--- src/rtl/rst_seq_pkg.sv ---
// Shared types and constants for the reset sequencer.
package rst_seq_pkg;

  typedef enum logic [1:0] {
    POR_HOLD = 2'd0,
    SYS_HOLD = 2'd1,
    RUN      = 2'd2
  } rst_state_t;

  localparam int unsigned CAUSE_W      = 4;
  localparam int unsigned CAUSE_PIN    = 0;
  localparam int unsigned CAUSE_PLL    = 1;
  localparam int unsigned CAUSE_SYSREQ = 2;
  localparam int unsigned CAUSE_WDOG   = 3;

  // Counter width able to hold the larger of the two hold lengths.
  function automatic int unsigned cnt_width(input int unsigned a, input int unsigned b);
    return $clog2(((a > b) ? a : b) + 1);
  endfunction

endpackage

--- src/rtl/rst_seq_ctrl_sync2.sv ---
// Generic two-flop bit synchroniser; no reset so it never holds a stale level.
module sync2 #(
  parameter int unsigned W = 1
) (
  input  logic         clk,
  input  logic [W-1:0] d,
  output logic [W-1:0] q
);

  logic [W-1:0] meta;

  always_ff @(posedge clk) begin
    meta <= d;
    q    <= meta;
  end

endmodule

--- src/rtl/rst_seq_ctrl.sv ---
// Reset sequencer: orders poreset_n before hreset_n, arbitrates reset sources
// and keeps a sticky record of the last cause.
module rst_seq_ctrl
  import rst_seq_pkg::*;
#(
  parameter int unsigned POR_CYCLES = 255,
  parameter int unsigned SYS_CYCLES = 15
) (
  input  logic               hclk,
  input  logic               RESET,
  input  logic               pll_locked,
  input  logic               sysresetreq,
  input  logic               wdog_rst,
  input  logic               cause_clr,
  output logic               poreset_n,
  output logic               hreset_n,
  output logic [CAUSE_W-1:0] rst_cause,
  output logic               lock_sync
);

  localparam int unsigned CNT_W = cnt_width(POR_CYCLES, SYS_CYCLES);

  rst_state_t         state;
  rst_state_t         state_nxt;
  logic [CNT_W-1:0]   cnt;
  logic [CNT_W-1:0]   cnt_nxt;
  logic               por_nxt;
  logic               hrst_nxt;
  logic [CAUSE_W-1:0] cause_nxt;
  logic               req;
  logic               cnt_zero;

  assign req      = sysresetreq | wdog_rst;
  assign cnt_zero = (cnt == '0);

  sync2 #(.W(1)) u_lock_sync (
    .clk (hclk),
    .d   (pll_locked),
    .q   (lock_sync)
  );

  // State, counter and registered outputs; RESET overrides everything.
  always_ff @(posedge hclk) begin
    if (RESET) begin
      state     <= POR_HOLD;
      cnt       <= CNT_W'(POR_CYCLES);
      poreset_n <= 1'b0;
      hreset_n  <= 1'b0;
      rst_cause <= CAUSE_W'(1) << CAUSE_PIN;
    end else begin
      state     <= state_nxt;
      cnt       <= cnt_nxt;
      poreset_n <= por_nxt;
      hreset_n  <= hrst_nxt;
      rst_cause <= cause_nxt;
    end
  end

  // Next state and counter.
  always_comb begin
    state_nxt = state;
    cnt_nxt   = cnt;
    if (!lock_sync) begin
      state_nxt = POR_HOLD;
      cnt_nxt   = CNT_W'(POR_CYCLES);
    end else begin
      unique case (state)
        POR_HOLD: begin
          if (cnt_zero) begin
            state_nxt = SYS_HOLD;
            cnt_nxt   = CNT_W'(SYS_CYCLES);
          end else begin
            cnt_nxt = cnt - CNT_W'(1);
          end
        end
        SYS_HOLD: begin
          // Once drained, a still-active request keeps the bus in reset.
          if (!cnt_zero) begin
            cnt_nxt = cnt - CNT_W'(1);
          end else if (!req) begin
            state_nxt = RUN;
          end
        end
        RUN: begin
          if (req) begin
            state_nxt = SYS_HOLD;
            cnt_nxt   = CNT_W'(SYS_CYCLES);
          end
        end
        default: begin
          state_nxt = POR_HOLD;
          cnt_nxt   = CNT_W'(POR_CYCLES);
        end
      endcase
    end
  end

  // Next values of the registered outputs.
  always_comb begin
    por_nxt   = poreset_n;
    hrst_nxt  = hreset_n;
    cause_nxt = rst_cause;
    if (!lock_sync) begin
      por_nxt  = 1'b0;
      hrst_nxt = 1'b0;
      // Only the entry into lock loss records the cause.
      if (state != POR_HOLD) begin
        cause_nxt = CAUSE_W'(1) << CAUSE_PLL;
      end
    end else begin
      unique case (state)
        POR_HOLD: begin
          por_nxt  = cnt_zero;
          hrst_nxt = 1'b0;
        end
        SYS_HOLD: begin
          por_nxt  = 1'b1;
          hrst_nxt = cnt_zero & ~req;
        end
        RUN: begin
          por_nxt = 1'b1;
          if (req) begin
            hrst_nxt                = 1'b0;
            cause_nxt               = '0;
            cause_nxt[CAUSE_WDOG]   = wdog_rst;
            cause_nxt[CAUSE_SYSREQ] = sysresetreq;
          end else if (cause_clr) begin
            cause_nxt = '0;
          end
        end
        default: begin
          por_nxt  = 1'b0;
          hrst_nxt = 1'b0;
        end
      endcase
    end
  end

endmodule

--- config.mk ---
export PLATFORM = sky130hd
export DESIGN_NAME = rst_seq_ctrl
export DESIGN_NICKNAME = d
export VERILOG_FILES = /design/src/rtl/rst_seq_pkg.sv /design/src/rtl/rst_seq_ctrl_sync2.sv /design/src/rtl/rst_seq_ctrl.sv
export SDC_FILE = /design/constraint.sdc
export NUM_CORES = 1
export LEC_CHECK = 0
export BUFFER_PORTS_ARGS = -buffer_cell sky130_fd_sc_hd__buf_2
export CORE_ASPECT_RATIO = 0.9
export CORE_MARGIN = 2
export CORE_UTILIZATION = 55
export DETAILED_ROUTE_END_ITERATION = 7
export PLACE_DENSITY_LB_ADDON = 0.2
export SYNTH_ARGS = -nofsm -noshare
export SYNTH_HDL_FRONTEND = slang
export SYNTH_SLANG_ARGS = --single-unit
--- constraint.sdc ---
create_clock -name hclk -period 2.2 [get_ports hclk]
set_input_delay 0.11 -clock hclk [delete_from_list [all_inputs] [get_ports hclk]]
set_output_delay 0.11 -clock hclk [all_outputs]
set_load 0.1 [all_outputs]
Yosys cells after proc, flatten, opt, wreduce, memory -nomap -nowiden:

Index checks and enable logic that the tools add are counted.

* $add $sub $neg: 1
* equality and inequality tests: 9
* multiplexer cells: 17
* bitwise logic cells: 4
* reductions and logical operators: 9

Operators with widths (number)
* $mux W8: 3
* $pmux W8 S3: 1
* $mux W4: 5
* $ne A2 B2 Y1 const B: 6
* $logic_not A8 Y1: 1
* $mux W2: 4
* $sub A8 B1 Y8 const B: 1
* $pmux W2 S3: 1
* $pmux W1 S2: 2
* $reduce_and A4 Y1: 1
* $reduce_bool A2 Y1: 2
* $reduce_or A2 Y1: 2
* $ne A3 B3 Y1 const B: 1
* $reduce_and A3 Y1: 1
* $eq A2 B1 Y1 const B: 1
* $eq A2 B2 Y1 const B: 1
* $logic_not A2 Y1: 1
* $not A1 Y1: 2
* $reduce_and A2 Y1: 1
* $and A1 B1 Y1: 1
* $mux W1: 1
* $or A1 B1 Y1: 1

* flip-flop bits (word level): 18
* output and inout bits: 7

Depth between registers and ports, before layout:

* depth after elaboration: 4
* gate-level depth with buffers: 7

Cells and area by module:

From an unflattened synthesis, not the netlist that was laid out.

* cells, all modules: 113
* area, all modules: 974.7 µm²

Modules (own cells, without submodules)
* rst_seq_ctrl: instances 1, cells each 111, area an instance 934.6 µm², seq. area each 320.3 µm²
* sync2: instances 1, cells each 2, area an instance 40.0 µm², seq. area each 40.0 µm²

Worst setup path before layout:

No wires, ideal clock.

* path type: register to register
* from: register state[0]
* to: register cnt[7]
* arrival time: 1741 ps
* required time: 2094 ps
* setup slack: 353 ps
* stages on the path, launching flop included: 7
* path buffers: 0
* cells stage by stage: dfxtp_1 -> inv_1 -> ha_1 -> or3b_2 -> o211ai_1 -> or4_1 -> o311ai_0

* word-level cells in the longest chain between the ends: 3
* elaborated cells between the ends (all ways): 7
* those cells by class: eq/ne (4); mux (1); reduce/logical (2)

Ends and longest elaborated chain
* start: declaration: RTL line rst_seq_ctrl.sv:23 `rst_state_t state;`
* start signal: assignment: RTL line rst_seq_ctrl.sv:51 `state <= state_nxt;`
* $eq A2 B1 Y1 or $eq A2 B2 Y1 (tied branches): RTL line rst_seq_ctrl.sv:67 `unique case (state)`
* $ne A2 B2 Y1 (no source line)
* $reduce_and A2 Y1 (no source line)
* end signal: assignment: RTL line rst_seq_ctrl.sv:46 `cnt <= CNT_W'(POR_CYCLES);`
* end signal: assignment: RTL line rst_seq_ctrl.sv:52 `cnt <= cnt_nxt;`
* end: declaration: RTL line rst_seq_ctrl.sv:25 `logic [CNT_W-1:0] cnt;`

Parallel ways exist; a longest one is shown, timed or not.
A chain may end at the register's enable or synchronous reset.

Worst setup path in the final report:

* from: register cnt[0]
* to: register state[0]

* word-level cells in the longest chain between the ends: 3
* elaborated cells between the ends (all ways): 4
* those cells by class: eq/ne (2); reduce/logical (2)

Ends and longest elaborated chain
* $logic_not A8 Y1 (*): RTL line rst_seq_ctrl.sv:34 `assign cnt_zero = (cnt == '0);`
* $ne A2 B2 Y1 (no source line)
* $reduce_and A4 Y1 (no source line) (*)

Mark *: on every way between the ends. The rest lies on a longest branch, timed or not.

==> results.cfg <==
[run_status]
status = finished clean

[finish]
areaGrowthSynthToFinish_pct = 14.7
diodes = 0
layout-drive-gt1-share_pct = 19.8
multi_input_area_um2 = 567
fill_cells = 148
final_nets = 133
final_common_cell = dfxtp_1
ff_latch_area_um2 = 362
final_cell_mix = 17 x dfxtp_1, 12 x buf_2, 8 x o21ai_0

[timing]
period_needed_ps = 2010
slew_headroom_pct = 61.9
hold_viol = 0
worstMarginPinSlew_ps = 571
rsz0062_at_grt = false
skew_ps = 3.06
drv_slew = 0
timing.fmax_ghz = 0.497
setup_tns_ps = 0
setup-violations-final = 0
worst_slack_ps = 187
period_share_pct = 91.5

[routing]
wl_met2_um = 970
routedLengthMet1_um = 997
route.met3.wl_um = 139
first_pass_iters = 4
drc = 0
highest_layer = met4
vias = 912
post_drt_wl_per_cell_um = 14.9
antenna_left = 0
viasPerCell = 6.29
drt_iter0_drc = 39
routed_wl_mm = 2.16

[cts]
clock-sinks = 18
htreeDepth = 1
cts_setup_buffers = 0
clk-insertion-delay-late_ps = 300
cts-buffers-inserted = 3
cts_tree = done
cts_root_buf = clkbuf_4
clkSlewWorstSetupHoldPaths_ps = 110
clk_path_buf_depth = 2

[grt]
grt_max_degree = 11
grt_pass1_vias = 858
grt_pass1_wl_mm = 3.51
gr-total-overflow = 0
gr-usage-all-layers_pct = 23.3
antenna_found_initial = 0

[worst_hold_path]
min_path_cells = 2
hold_class = in -> reg

[pwr]
power_leakage_nw = 0.387
powerDensity_nw_per_um2 = 524
ir_worst_vdd_mv = 0.456

[yosys]
ys_async_sr_fraction_pct = 0
synth_edf_count = 0
synthCells = 104
yosysWarningCount = 0
syn_nets = 115
avgSynthCellArea_um2 = 9.18
synth_top_flop_cell = dfxtp_1
synth.distinct_cells = 36
synth-seq-cells = 18
synth_area_um2 = 955
ys_seq_area_share_pct = 37.7

[setup_path]
cp-start-kind = register
required_ps = 2410
end_kind = register
worstRegToRegCells = 6
critPathArrivalTime_ps = 2220
path_max_fanout = 7
path_class = reg -> reg

[placement]
pre_cts_slack_ps = 95.4
gp_congestion = 0.897
io_buffers = 12
hpwl_mm = 1.53

[die]
die_w_um = 47.9
die_h_um = 43.5
start_util_pct = 58.0
num_rows = 14
core_area_um2 = 1650
die_area_um2 = 2090
ioPinCount = 13

[run]
maxCapViolCount = 0
-- repair_timing --
| item | CTS | global route |
|---|---|---|
| hold buffers | 1 | 0 |
| endpoints found under the hold margin | 1 | 0 |
| gates resized for setup | 0 | 2 |
| setup endpoints to repair | 0 | 2 |
-- Yosys cell counts (2+ instances only) --
| master | number | area share [%] |
|---|---|---|
| nand3_1 | 2 | 1.0 |
| a221oi_1 | 2 | 1.8 |
| nor4_1 | 4 | 2.6 |
| o211ai_1 | 3 | 2.4 |
| or3b_2 | 2 | 1.8 |
| nand4_1 | 2 | 1.3 |
| inv_1 | 6 | 2.4 |
| a21oi_1 | 7 | 3.7 |
| a31oi_1 | 6 | 3.9 |
| dfxtp_1 | 18 | 38 |
| nand2b_1 | 2 | 1.3 |
| nor3b_1 | 2 | 1.6 |
| nor2_1 | 6 | 2.4 |
| a211oi_1 | 2 | 1.6 |
| o2111a_1 | 2 | 2.4 |
| nand2_1 | 4 | 1.6 |
| nor3_1 | 3 | 1.6 |
| ha_1 | 5 | 6.6 |
| o21ai_0 | 8 | 4.2 |
| o311ai_0 | 2 | 1.8 |
-- per-layer routing --
layer	vias to the layer above	track usage [%]
met1	409	31.0
met3	9	5.00
met5	-	0
met2	43	34.9
li1	451	-
met4	0	11.9
-- metrics by stage --
stage          instance area (um2)  power, mW  std cells  util, %  hold WS [ps]
6_report                      1090      0.574        145     66.5          30.7
5_1_grt                       1090      0.593        145     66.5          30.4
4_1_cts                       1090      0.582        145     66.4          26.7
3_5_place_dp                  1050      0.370        140     63.6           215
3_3_place_gp                  1050      0.369        140     63.6           212
2_1_floorplan                  955      0.357        104        -           138
-- logic make-up after synthesis --
family | count (synthesis) | synth area share (%)
buffers and inverters | 7 | 2.88
AOI/OAI and AO/OA | 41 | 32.9
DFF | 18 | 37.7
and+or+nand+nor | 33 | 19.9
adders and majority gates | 5 | 6.55
-- critical path, stage by stage (launching register included) --
cell and delay (ps):
dfxtp_1 350, inv_1 80, ha_1 200, or3b_2 590
o21ai_0 270, nand3_1 140, a221oi_1 290
-- sequential cells by signal (all words and copies together), names as in the netlist --
signal,count
rst_cause,4
cnt,8
poreset_n,1
u_lock_sync.q,1
u_lock_sync.meta,1
state,2
hreset_n,1
-- where the power goes --
part / leakage, nW / switching, mW / total, mW / internal, mW
combinational: 0.219 / 0.0209 / 0.0309 / 0.0100
sequential: 0.147 / 0.00368 / 0.333 / 0.329
clock: 0.0210 / 0.109 / 0.210 / 0.101
total: 0.387 / 0.133 / 0.574 / 0.441
-- area by class of cell --
class                   count  share of cell area, %
multi-input cells          79                   51.8
inverters                   6                   2.06
clock buffers               4                   3.31
well taps                  24                   2.74
repair buffers             14                   7.09
flip-flops and latches     18                   33.0
-- path summary, 6_finish.rpt --
check                                       from       endpoint  slack, ps
worst min-delay path                       RESET   rst_cause[3]         30
worst max-delay path                      cnt[0]       state[0]        190
worst min register to register  u_lock_sync.meta  u_lock_sync.q        340
worst max register to register            cnt[0]       state[0]        190
(Power assumes the default switching activity.)
